<file path="src/rtl/pipe_stall_ctrl_pkg.sv">
// Shared stall/flush encodings and FSM state codes, decoded by every pipeline register.
package pipe_stall_ctrl_pkg;

    localparam logic       RstEnable  = 1'b1;

    localparam logic [5:0] STALL_NONE = 6'b000000;
    localparam logic [5:0] STALL_ID   = 6'b000111;
    localparam logic [5:0] STALL_EX   = 6'b001111;
    localparam logic [5:0] STALL_MEM  = 6'b011111;

    typedef enum logic {
        ST_IDLE    = 1'b0,
        ST_MC_WAIT = 1'b1
    } mc_state_e;

endpackage

</file>
<file path="src/rtl/pipe_mc_timer.sv">
// Multi-cycle countdown: clear beats load beats decrement; never decrements below zero.
module pipe_mc_timer
    import pipe_stall_ctrl_pkg::*;
#(
    parameter int CNT_W = 6
) (
    input  logic             clk,
    input  logic             rst,
    input  logic             clr,
    input  logic             load,
    input  logic [CNT_W-1:0] load_val,
    input  logic             dec,
    output logic [CNT_W-1:0] cnt,
    output logic             zero
);

    logic [CNT_W-1:0] cnt_q;
    logic [CNT_W-1:0] cnt_d;

    always_comb begin
        cnt_d = cnt_q;
        if (clr) begin
            cnt_d = '0;
        end else if (load) begin
            cnt_d = load_val;
        end else if (dec && (cnt_q != '0)) begin
            cnt_d = cnt_q - {{(CNT_W-1){1'b0}}, 1'b1};
        end
    end

    always_ff @(posedge clk) begin
        if (rst == RstEnable) begin
            cnt_q <= '0;
        end else begin
            cnt_q <= cnt_d;
        end
    end

    assign cnt  = cnt_q;
    assign zero = (cnt_q == '0);

endmodule

</file>
<file path="src/rtl/pipe_stall_ctrl.sv">
// Pipeline hazard controller: merges stall requests, times multi-cycle EX ops, issues exception flushes.
// Optional STALL_PERF_EN adds saturating stall-cycle and flush performance counters.
module pipe_stall_ctrl
    import pipe_stall_ctrl_pkg::*;
#(
    parameter int CNT_W  = 6,
    parameter int PERF_W = 32
) (
    input  logic              clk,
    input  logic              rst,
    input  logic              stallreq_id,
    input  logic              stallreq_ex,
    input  logic              stallreq_mem,
    input  logic              mc_start,
    input  logic [CNT_W-1:0]  mc_cycles,
    input  logic              mc_done,
    input  logic              excp_valid,
    input  logic [31:0]       excp_vector,
`ifdef STALL_PERF_EN
    output logic [PERF_W-1:0] perf_stall_cycles,
    output logic [PERF_W-1:0] perf_flush_cnt,
`endif
    output logic [5:0]        stall,
    output logic              flush,
    output logic [31:0]       new_pc,
    output logic              mc_busy,
    output logic              mc_ready
);

    mc_state_e        state_q, state_d;
    logic             tmr_clr, tmr_load, tmr_dec, tmr_zero;
    logic [CNT_W-1:0] tmr_cnt, tmr_load_val;
    logic             ex_hold;
    logic             in_rst;

    assign in_rst       = (rst == RstEnable);
    assign tmr_load_val = (mc_cycles == '0) ? '0 : mc_cycles - {{(CNT_W-1){1'b0}}, 1'b1};

    pipe_mc_timer #(.CNT_W(CNT_W)) u_timer (
        .clk      (clk),
        .rst      (rst),
        .clr      (tmr_clr),
        .load     (tmr_load),
        .load_val (tmr_load_val),
        .dec      (tmr_dec),
        .cnt      (tmr_cnt),
        .zero     (tmr_zero)
    );

    always_ff @(posedge clk) begin
        if (in_rst) begin
            state_q <= ST_IDLE;
        end else begin
            state_q <= state_d;
        end
    end

    always_comb begin
        state_d  = state_q;
        tmr_clr  = 1'b0;
        tmr_load = 1'b0;
        tmr_dec  = 1'b0;
        ex_hold  = stallreq_ex;
        stall    = STALL_NONE;
        flush    = 1'b0;
        new_pc   = 32'h0;
        mc_ready = 1'b0;

        case (state_q)
            ST_IDLE: begin
                if (mc_start) begin
                    tmr_load = 1'b1;
                    state_d  = ST_MC_WAIT;
                    ex_hold  = 1'b1;
                end
            end
            ST_MC_WAIT: begin
                if (tmr_zero || mc_done) begin
                    // A MEM stall defers the ready pulse; park at zero until it clears.
                    if (stallreq_mem) begin
                        tmr_clr = 1'b1;
                    end else begin
                        mc_ready = 1'b1;
                        state_d  = ST_IDLE;
                    end
                end else begin
                    tmr_dec = 1'b1;
                    ex_hold = 1'b1;
                end
            end
            default: state_d = ST_IDLE;
        endcase

        if (excp_valid) begin
            flush    = 1'b1;
            new_pc   = excp_vector;
            mc_ready = 1'b0;
            state_d  = ST_IDLE;
            tmr_clr  = 1'b1;
            tmr_load = 1'b0;
            tmr_dec  = 1'b0;
        end else if (stallreq_mem) begin
            stall = STALL_MEM;
        end else if (ex_hold) begin
            stall = STALL_EX;
        end else if (stallreq_id) begin
            stall = STALL_ID;
        end

        if (in_rst) begin
            stall    = STALL_NONE;
            flush    = 1'b0;
            new_pc   = 32'h0;
            mc_ready = 1'b0;
        end
    end

    assign mc_busy = !in_rst && (state_q == ST_MC_WAIT);

`ifdef STALL_PERF_EN
    logic [PERF_W-1:0] perf_stall_q, perf_stall_d;
    logic [PERF_W-1:0] perf_flush_q, perf_flush_d;

    always_comb begin
        perf_stall_d = perf_stall_q;
        perf_flush_d = perf_flush_q;
        if ((stall != STALL_NONE) && (perf_stall_q != '1)) begin
            perf_stall_d = perf_stall_q + {{(PERF_W-1){1'b0}}, 1'b1};
        end
        if (flush && (perf_flush_q != '1)) begin
            perf_flush_d = perf_flush_q + {{(PERF_W-1){1'b0}}, 1'b1};
        end
    end

    always_ff @(posedge clk) begin
        if (in_rst) begin
            perf_stall_q <= '0;
            perf_flush_q <= '0;
        end else begin
            perf_stall_q <= perf_stall_d;
            perf_flush_q <= perf_flush_d;
        end
    end

    assign perf_stall_cycles = in_rst ? '0 : perf_stall_q;
    assign perf_flush_cnt    = in_rst ? '0 : perf_flush_q;
`endif

endmodule

</file>
<file path="config.mk">
export PLATFORM = sky130hd
export DESIGN_NAME = pipe_stall_ctrl
export DESIGN_NICKNAME = d
export VERILOG_FILES = /design/src/rtl/pipe_stall_ctrl_pkg.sv /design/src/rtl/pipe_mc_timer.sv /design/src/rtl/pipe_stall_ctrl.sv
export SDC_FILE = /design/constraint.sdc
export NUM_CORES = 1
export LEC_CHECK = 0
export CELL_PAD_IN_SITES_DETAIL_PLACEMENT = 0
export CELL_PAD_IN_SITES_GLOBAL_PLACEMENT = 1
export CORE_ASPECT_RATIO = 0.8
export CORE_UTILIZATION = 20
export CTS_BUF_LIST = sky130_fd_sc_hd__clkbuf_8
export CTS_CLUSTER_SIZE = 12
export DETAILED_ROUTE_END_ITERATION = 6
export GPL_TIMING_DRIVEN = 0
export PLACE_DENSITY = 0.95
export SLEW_MARGIN = 20
export SYNTH_ARGS = -nofsm -noshare
export SYNTH_HDL_FRONTEND = slang
export SYNTH_SLANG_ARGS = --single-unit
</file>
<file path="constraint.sdc">
create_clock -name clk -period 2.6 [get_ports clk]
set_input_delay 0.39 -clock clk [delete_from_list [all_inputs] [get_ports clk]]
set_output_delay 0.39 -clock clk [all_outputs]
set_load 0.01 [all_outputs]
</file>
Yosys cells after proc, flatten, opt, wreduce, memory -nomap -nowiden --
Index checks and enable logic that the tools add are counted.
Word-level totals: bits in registers 7, bits in latches 0, bits in writable memories 0, memory bits (read-only) 0, memories kept 0
Operators by class: add/sub/neg operators 2, $mul 0, div/mod/pow operators 0, magnitude comparators 0, eq/ne operators 0, shift operators 0, muxes and demuxes 32, bitwise logic cells 1, reductions and logical operators 10
Operators by type and width (count):
- $mux W32 | 2
- $mux W6 | 4
- $mux W1 | 20
- $logic_not A6 Y1 | 2
- $sub A6 B1 Y6 const B | 2
- $mux W5 | 2
- $reduce_bool A6 Y1 | 1
- $mux W4 | 1
- $pmux W1 S2 | 2
- $reduce_or A2 Y1 | 2
- $mux W3 | 1
- $logic_and A1 B1 Y1 | 2
- $reduce_bool A2 Y1 | 1
- $logic_not A1 Y1 | 1
- $logic_or A1 B1 Y1 | 1
- $not A1 Y1 | 1

Longest topological paths before layout --
Gate-level depths: netlist of the first run.
depth in word-level cells 8, gate-level depth with buffers 8, mapped depth without buffers 7

Modules after synthesis --
From an unflattened synthesis of the first run, not the netlist that was laid out.
Second synthesis, totals: cell total of the unflattened synthesis 123, area, all modules 853.3 um^2
Modules (own cells, without submodules):
- pipe_stall_ctrl | instances 1, cells an instance 81, area an instance 506.7 um^2
- pipe_mc_timer | instances 1, cells an instance 42, area an instance 346.6 um^2

Least setup slack after synthesis of the first run --
No wires, ideal clock.
path kind register to output, start register u_timer.cnt_q[0], in the netlist u_timer.cnt[0], end output stall[1], data arrival time 1.638 ns, required time 2.210 ns, slack 0.572 ns, stages on the path, launching flop included 8, path buffers 1, cells stage by stage dfxtp_1 > inv_1 > ha_1 > and3b_1 > a221oi_1 > nor3_1 > a21oi_1 > buf_4
Between the ends: word-level cells in the longest chain between the ends 8
Ends and longest elaborated chain:
- start, declared | RTL line pipe_mc_timer.sv:17 | logic [CNT_W-1:0] cnt_q;
- start signal, assigned | RTL line pipe_mc_timer.sv:35 | cnt_q <= cnt_d;
- $logic_not A6 Y1 | RTL line pipe_mc_timer.sv:40 | assign zero = (cnt_q == '0);
- $logic_or A1 B1 Y1 | RTL line pipe_stall_ctrl.sv:78 | if (tmr_zero || mc_done) begin
- $mux W1 | RTL line pipe_stall_ctrl.sv:78
- $pmux W1 S2 | RTL line pipe_stall_ctrl.sv:69 | case (state_q)
- $mux W4 | RTL line pipe_stall_ctrl.sv:104 | end else if (ex_hold) begin
- $mux W5 | RTL line pipe_stall_ctrl.sv:102 | end else if (stallreq_mem) begin
- $mux W5 | RTL line pipe_stall_ctrl.sv:94 | if (excp_valid) begin
- $mux W6 | RTL line pipe_stall_ctrl.sv:110 | if (in_rst) begin
- end, declared | RTL line pipe_stall_ctrl.sv:23 | output logic [5:0] stall,
Every way passes these cells.

Worst setup path in the final report of the first run --
start input excp_valid, end output new_pc[27]
Between the ends: word-level cells in the longest chain between the ends 2
Ends and longest elaborated chain:
- start, declared | RTL line pipe_stall_ctrl.sv:17 | input logic excp_valid,
- $mux W32 | RTL line pipe_stall_ctrl.sv:94
- $mux W32 | RTL line pipe_stall_ctrl.sv:110
- end, declared | RTL line pipe_stall_ctrl.sv:25 | output logic [31:0] new_pc,
Every way passes these cells.

==> results.cfg, run 1 <==
[clocking]
hold_buffers = 0
cts_buffers = 3
root_buffer = clkbuf_8
clkLatencyLatePin_ns = 0.23
cts_tree = done
cts_sinks = 7
cts_buffer_depth = 2
path_clk_slew_ns = 0.04
h-tree-depth = 1

[yosys]
synth-main-ff-cell = dfxtp_1
synth_cells = 128
yosys_warnings = 0
synth-seq-area-share_pct = 15.7
synth_nets = 178
synthDistinctLibCells = 39
syn_area_per_cell_sq_um = 6.99
synth_edf_count = 0
syn-cell-area_sq_um = 895
postSynth.asyncResetShare_pct = 0
ys_seq_elements = 7

[global_routing]
grt_max_degree = 11
grt_first_pass_wirelength_mm = 4.33
track_usage_pct = 11.4
grt_pass1_vias = 971
grt.overflow.total = 0
antenna_found_initial = 0

[floorplanning]
die_h_microns = 61.8
die_w_microns = 76.8
core_sq_um = 4230
initial_core_util_pct = 21.1
boundaryPins = 87
dieArea_sq_um = 4750
fp-row-count = 21

[worst_setup_path]
critical_path.cell_chain = clkdlybuf4s50_1, nor2b_4, clkbuf_2, and2_1, clkdlybuf4s50_1
cp_data_arrival_time_ns = 2.06
critPathSlowestCell = clkdlybuf4s50_1
crit_fanout = 10
cpPeakStageDelay_ns = 0.56
crit_required_ns = 2.21
critPathKind = in2out
r2r_cells = 8
start_kind = input pin
critPathCaptureType = output port
critical_path.most_common_cell = clkdlybuf4s50_1

[power_and_ir_drop]
swShare_pct = 28.3
combPwrFrac_pct = 47.4
cellPowerDensity_nw_per_um2 = 268
ir_drop_uv = 295
p_clk_share_pct = 29.5
leakage_nw = 0.747
switching_power_mw = 0.143
power_frac_seq_pct = 23.1
internal_power_mw = 0.363
finalPower_mw = 0.506

[routing]
via_per_inst = 4.24
drtIter0Drc = 17
met3_length_microns = 270
wire_per_inst_microns = 10.6
vias = 1166
wl_mm = 2.92
wl_met1_mm = 1.18
ant_nets = 0
dr.pass1.iters = 4
highest-signal-layer = met4
dr_wl_met2_mm = 1.44
drc = 0

[placement]
hpwl_mm = 2.46
io_buffers = 85
placed_cell_area_sq_um = 1820
gp_congestion = 0.762

[layout]
final.fill_count = 419
finalNetCount = 269
insertedDiodeCount = 0
drive_gt1_share_pct = 8.72
seq_area_sq_um = 141
area_growth_pct = 111
final_cell_area_sq_um = 1890
multi_input_area_sq_um = 686

[sta]
fin_crit_sh_pct = 94.4
setup_tns_ns = 0
slew_headroom_pct = 45.1
fin_worst_skew_ns = 0.000319
fmax_mhz = 408
final-setup-viol-count = 0
worst_pin_slew_ns = 0.821
rsz0062_at_grt = false
hold_viol_final = 0
period_needed_ns = 2.45
drv_slew = 0

[hold_path]
hold-path-cell-count = 2
hp-class = reg2reg

[status]
outcome = completed

[flow_run]
cap_violations = 0
[power groups by stage]
stage,Combinational (mW),Sequential (mW),Clock (mW)
CTS,0.240,0.117,0.154
detailed placement,0.236,0.118,0
global placement,0.234,0.118,0
finish,0.240,0.117,0.149
floorplan,0.104,0.118,0
global route,0.264,0.118,0.156
[what timing repair did]
| action | in CTS | in global routing |
|---|---|---|
| pin swaps | 1 | 2 |
| gates resized for setup | 6 | 7 |
| endpoints found under the setup margin | 32 | 31 |
| setup buffers | 1 | 0 |
[through the flow]
step | hold slack (ns) | instances | util (%) | worst slack (ns)
after floorplan | 0.464 | 128 | - | 0.572
final | 0.486 | 275 | 44.7 | 0.147
after global routing | 0.521 | 275 | 44.7 | 0.00693
after detailed placement | 0.478 | 270 | 42.9 | -0.112
after CTS | 0.484 | 275 | 44.5 | -0.00697
after global placement | 0.477 | 270 | 42.9 | -0.105
[per-layer routing]
layer,vias up,global-route usage (%)
met1,517,13.5
met2,41,20.0
met3,4,4.09
met5,-,0
li1,604,-
met4,0,3.30
[cell usage after synthesis (2+ instances only)]
| cell | count | area share, % |
|---|---|---|
| nor3_1 | 5 | 2.8 |
| xnor2_1 | 2 | 2.0 |
| a211oi_1 | 2 | 1.7 |
| buf_4 | 3 | 2.5 |
| nor3b_1 | 2 | 1.7 |
| dfxtp_1 | 7 | 16 |
| nor2_1 | 13 | 5.5 |
| clkbuf_1 | 4 | 1.7 |
| o21ai_0 | 3 | 1.7 |
| nand2b_1 | 3 | 2.1 |
| nand2_1 | 4 | 1.7 |
| a21oi_1 | 6 | 3.4 |
| and2_1 | 32 | 22 |
| ha_1 | 4 | 5.6 |
| nor2b_1 | 2 | 1.4 |
| nand3_1 | 2 | 1.1 |
| xor2_1 | 2 | 2.0 |
| inv_1 | 10 | 4.2 |
| o22ai_1 | 2 | 1.4 |
[critical path, delay by kind of cell]
| kind | cells | cell delay, ns |
|---|---|---|
| buffers and inverters | 3 | 1.29 |
| AND/OR/NAND/NOR | 2 | 0.38 |
[cells by family after synthesis]
family          Yosys count  share of synthesized area (%)
simple gates             71                           45.7
compound gates           22                           17.9
buf+inv                  18                           9.65
flops                     7                           15.7
fa+ha+maj                 4                           5.59
xor+xnor                  4                           3.92
other cells               1                          0.419
mux                       1                           1.12
[sequential cells by signal, indices dropped and copies added, names as in the netlist]
register,cells
u_timer.cnt,6
state_q,1
[final timing paths]
kind,start,end,slack (ns)
min reg2reg,u_timer.cnt[4]$_SDFFE_PP0P_,u_timer.cnt[4]$_SDFFE_PP0P_,0.49
min,u_timer.cnt[4]$_SDFFE_PP0P_,u_timer.cnt[4]$_SDFFE_PP0P_,0.49
max reg2reg,u_timer.cnt[1]$_SDFFE_PP0P_,u_timer.cnt[2]$_SDFFE_PP0P_,0.86
max,excp_valid,new_pc[27],0.15
[placed cells by master, fill, tap and decap left out, types with 2 or more instances in the layout]
master	synthesis	routed
a21oi_1	6	5
clkdlybuf4s50_1	0	82
nand3_1	2	2
dlygate4sd2_1	0	2
nor3_1	5	5
and2_1	32	32
nor3b_1	2	2
clkbuf_8	0	3
ha_1	4	4
xnor2_1	2	2
nor2_1	13	13
o22ai_1	2	2
buf_4	3	4
dfxtp_1	7	6
inv_1	10	11
nand2b_1	3	3
nand2_1	4	4
o21ai_0	3	3
clkbuf_2	0	3
a211oi_1	2	2
xor2_1	2	2
[area by class of cell]
cell class                      count  area share (%)
Timing Repair Buffer               86            45.4
Clock buffer                        3            2.18
Multi-Input combinational cell    103            36.2
Buffer                              8            2.78
Clock inverter                      1           0.198
Sequential cell                     7            7.47
Tap cell                           57            3.77
Inverter                           10            1.98
(Power assumes the default switching activity.)
==> run 2, diff against run 1 <==
ABC_CLOCK_PERIOD_IN_PS = 2600   (was not set)
==> results of run 2 <==
Final layout, timing and power as in run 1 (identical DEF).
==> run 3, diff against run 2 <==
SKIP_CTS_REPAIR_TIMING = 1   (was not set)
==> results.cfg, run 3 (synthesis gave the netlist of run 1 again) <==
[placement]
io_buffers = 85
dp_slack_ns = -0.112
gp_congestion = 0.762
dp_cells = 270
placed_cell_area_sq_um = 1820
hpwl_mm = 2.46

[routing]
wl_mm = 2.92
wire_per_inst_microns = 10.7
ant_nets = 0
vias = 1162
drtIter0Drc = 20
via_per_inst = 4.24
dr.pass1.iters = 4
drc = 0

[power_and_ir_drop]
finalPower_mw = 0.506
ir_drop_uv = 295
cellPowerDensity_nw_per_um2 = 267
leakage_nw = 0.764

[clocking]
root_buffer = clkbuf_8
clkLatencyLatePin_ns = 0.23
cts_buffers = 3
cts_sinks = 7
h-tree-depth = 1
path_clk_slew_ns = 0.04
cts_buffer_depth = 2
cts_tree = done

[layout]
seq_area_sq_um = 141
largest_reg_flops = 6
finalNetCount = 268
drive_gt1_share_pct = 8.29
multi_input_area_sq_um = 686
final.fill_count = 417
insertedDiodeCount = 0
stdcell_count = 274
final_cell_mix = clkdlybuf4s50_1, and2_1, nor2_1
final_common_cell = clkdlybuf4s50_1
area_growth_pct = 111
final_cell_area_sq_um = 1890

[worst_setup_path]
critical_path.most_common_cell = clkdlybuf4s50_1
path_buf_inv = 3
crit_fanout = 10
rrSetupSlack_ns = 0.86
critPathCaptureType = output port
critical_path.cell_chain = clkdlybuf4s50_1, nor2b_4, clkbuf_2, and2_1, clkdlybuf4s50_1
crit_family = buffers and inverters
start_kind = input pin
critPathKind = in2out
cp_data_arrival_time_ns = 2.06
critPathSlowestCell = clkdlybuf4s50_1
cpPeakStageDelay_ns = 0.56
crit_required_ns = 2.21

[sta]
fmax_mhz = 408
fin_crit_sh_pct = 94.4
period_needed_ns = 2.45
fin_worst_skew_ns = 0.000553
hold_viol_final = 0
final-setup-viol-count = 0
fin_hold_ws_ns = 0.487
drv_slew = 0
worst_pin_slew_ns = 0.825
rsz0062_at_grt = false
slew_headroom_pct = 44.9
fin_ws_ns = 0.147

[floorplanning]
fp-row-count = 21
boundaryPins = 87
core_sq_um = 4230
initial_core_util_pct = 21.1
die_w_microns = 76.8
dieArea_sq_um = 4750
die_h_microns = 61.8

[global_routing]
grt_pass1_vias = 965
track_usage_pct = 11.4
grt_first_pass_wirelength_mm = 4.30
grt_max_degree = 11
antenna_found_initial = 0
grt.overflow.total = 0

[status]
outcome = completed

[hold_path]
hp-class = reg2reg

[flow_run]
cap_violations = 0
run 3: report_power, final:
part / total (mW) / switching, mW / internal (mW) / leakage [nW]
sequential: 0.117 / 0.00417 / 0.113 / 0.0574
clock: 0.150 / 0.0476 / 0.102 / 0.0269
combinational: 0.239 / 0.0914 / 0.148 / 0.679
total: 0.506 / 0.143 / 0.363 / 0.764
run 3: per-stage QoR:
step / setup TNS [ns] / utilization (%)
after floorplan: 0 / -
after global placement: -2.69 / 42.9
after detailed placement: -2.41 / 42.9
after CTS: -2.95 / 44.0
after global routing: 0 / 44.7
final: 0 / 44.7
run 3: cell type report:
class,count,area share [%]
tap,57,3.77
buffer,8,2.78
inverter,10,1.98
clock buffer,3,2.18
timing repair buffer,85,45.4
sequential,7,7.47
clock inverter,1,0.198
multi-input combinational,103,36.2
run 3: worst reg2reg max path: stages, from the launching register on:
cell and delay (ns):
dfxtp_1 0.29, clkbuf_1 0.16, nor3b_1 0.70, o21ai_0 0.20, a21oi_1 0.20, nor3_1 0.06
run 3: per-layer routing:
layer	routed length [microns]	part of all wire (%)	GRT usage, %
met1	1180	41	13.3
met2	1440	49	20.0
met3	268	9.2	4.23
met4	31	1.1	3.30
met5	0	0	0
run 3: path summary, 6_finish.rpt:
check                                                 start                           to  cells past startpoint
worst max-delay path                             excp_valid                   new_pc[27]                      5
worst min-delay path            u_timer.cnt[4]$_SDFFE_PP0P_  u_timer.cnt[4]$_SDFFE_PP0P_                      2
worst max register to register           state_q$_SDFF_PP0_  u_timer.cnt[0]$_SDFFE_PP0P_                      5
worst min register to register  u_timer.cnt[4]$_SDFFE_PP0P_  u_timer.cnt[4]$_SDFFE_PP0P_                      2
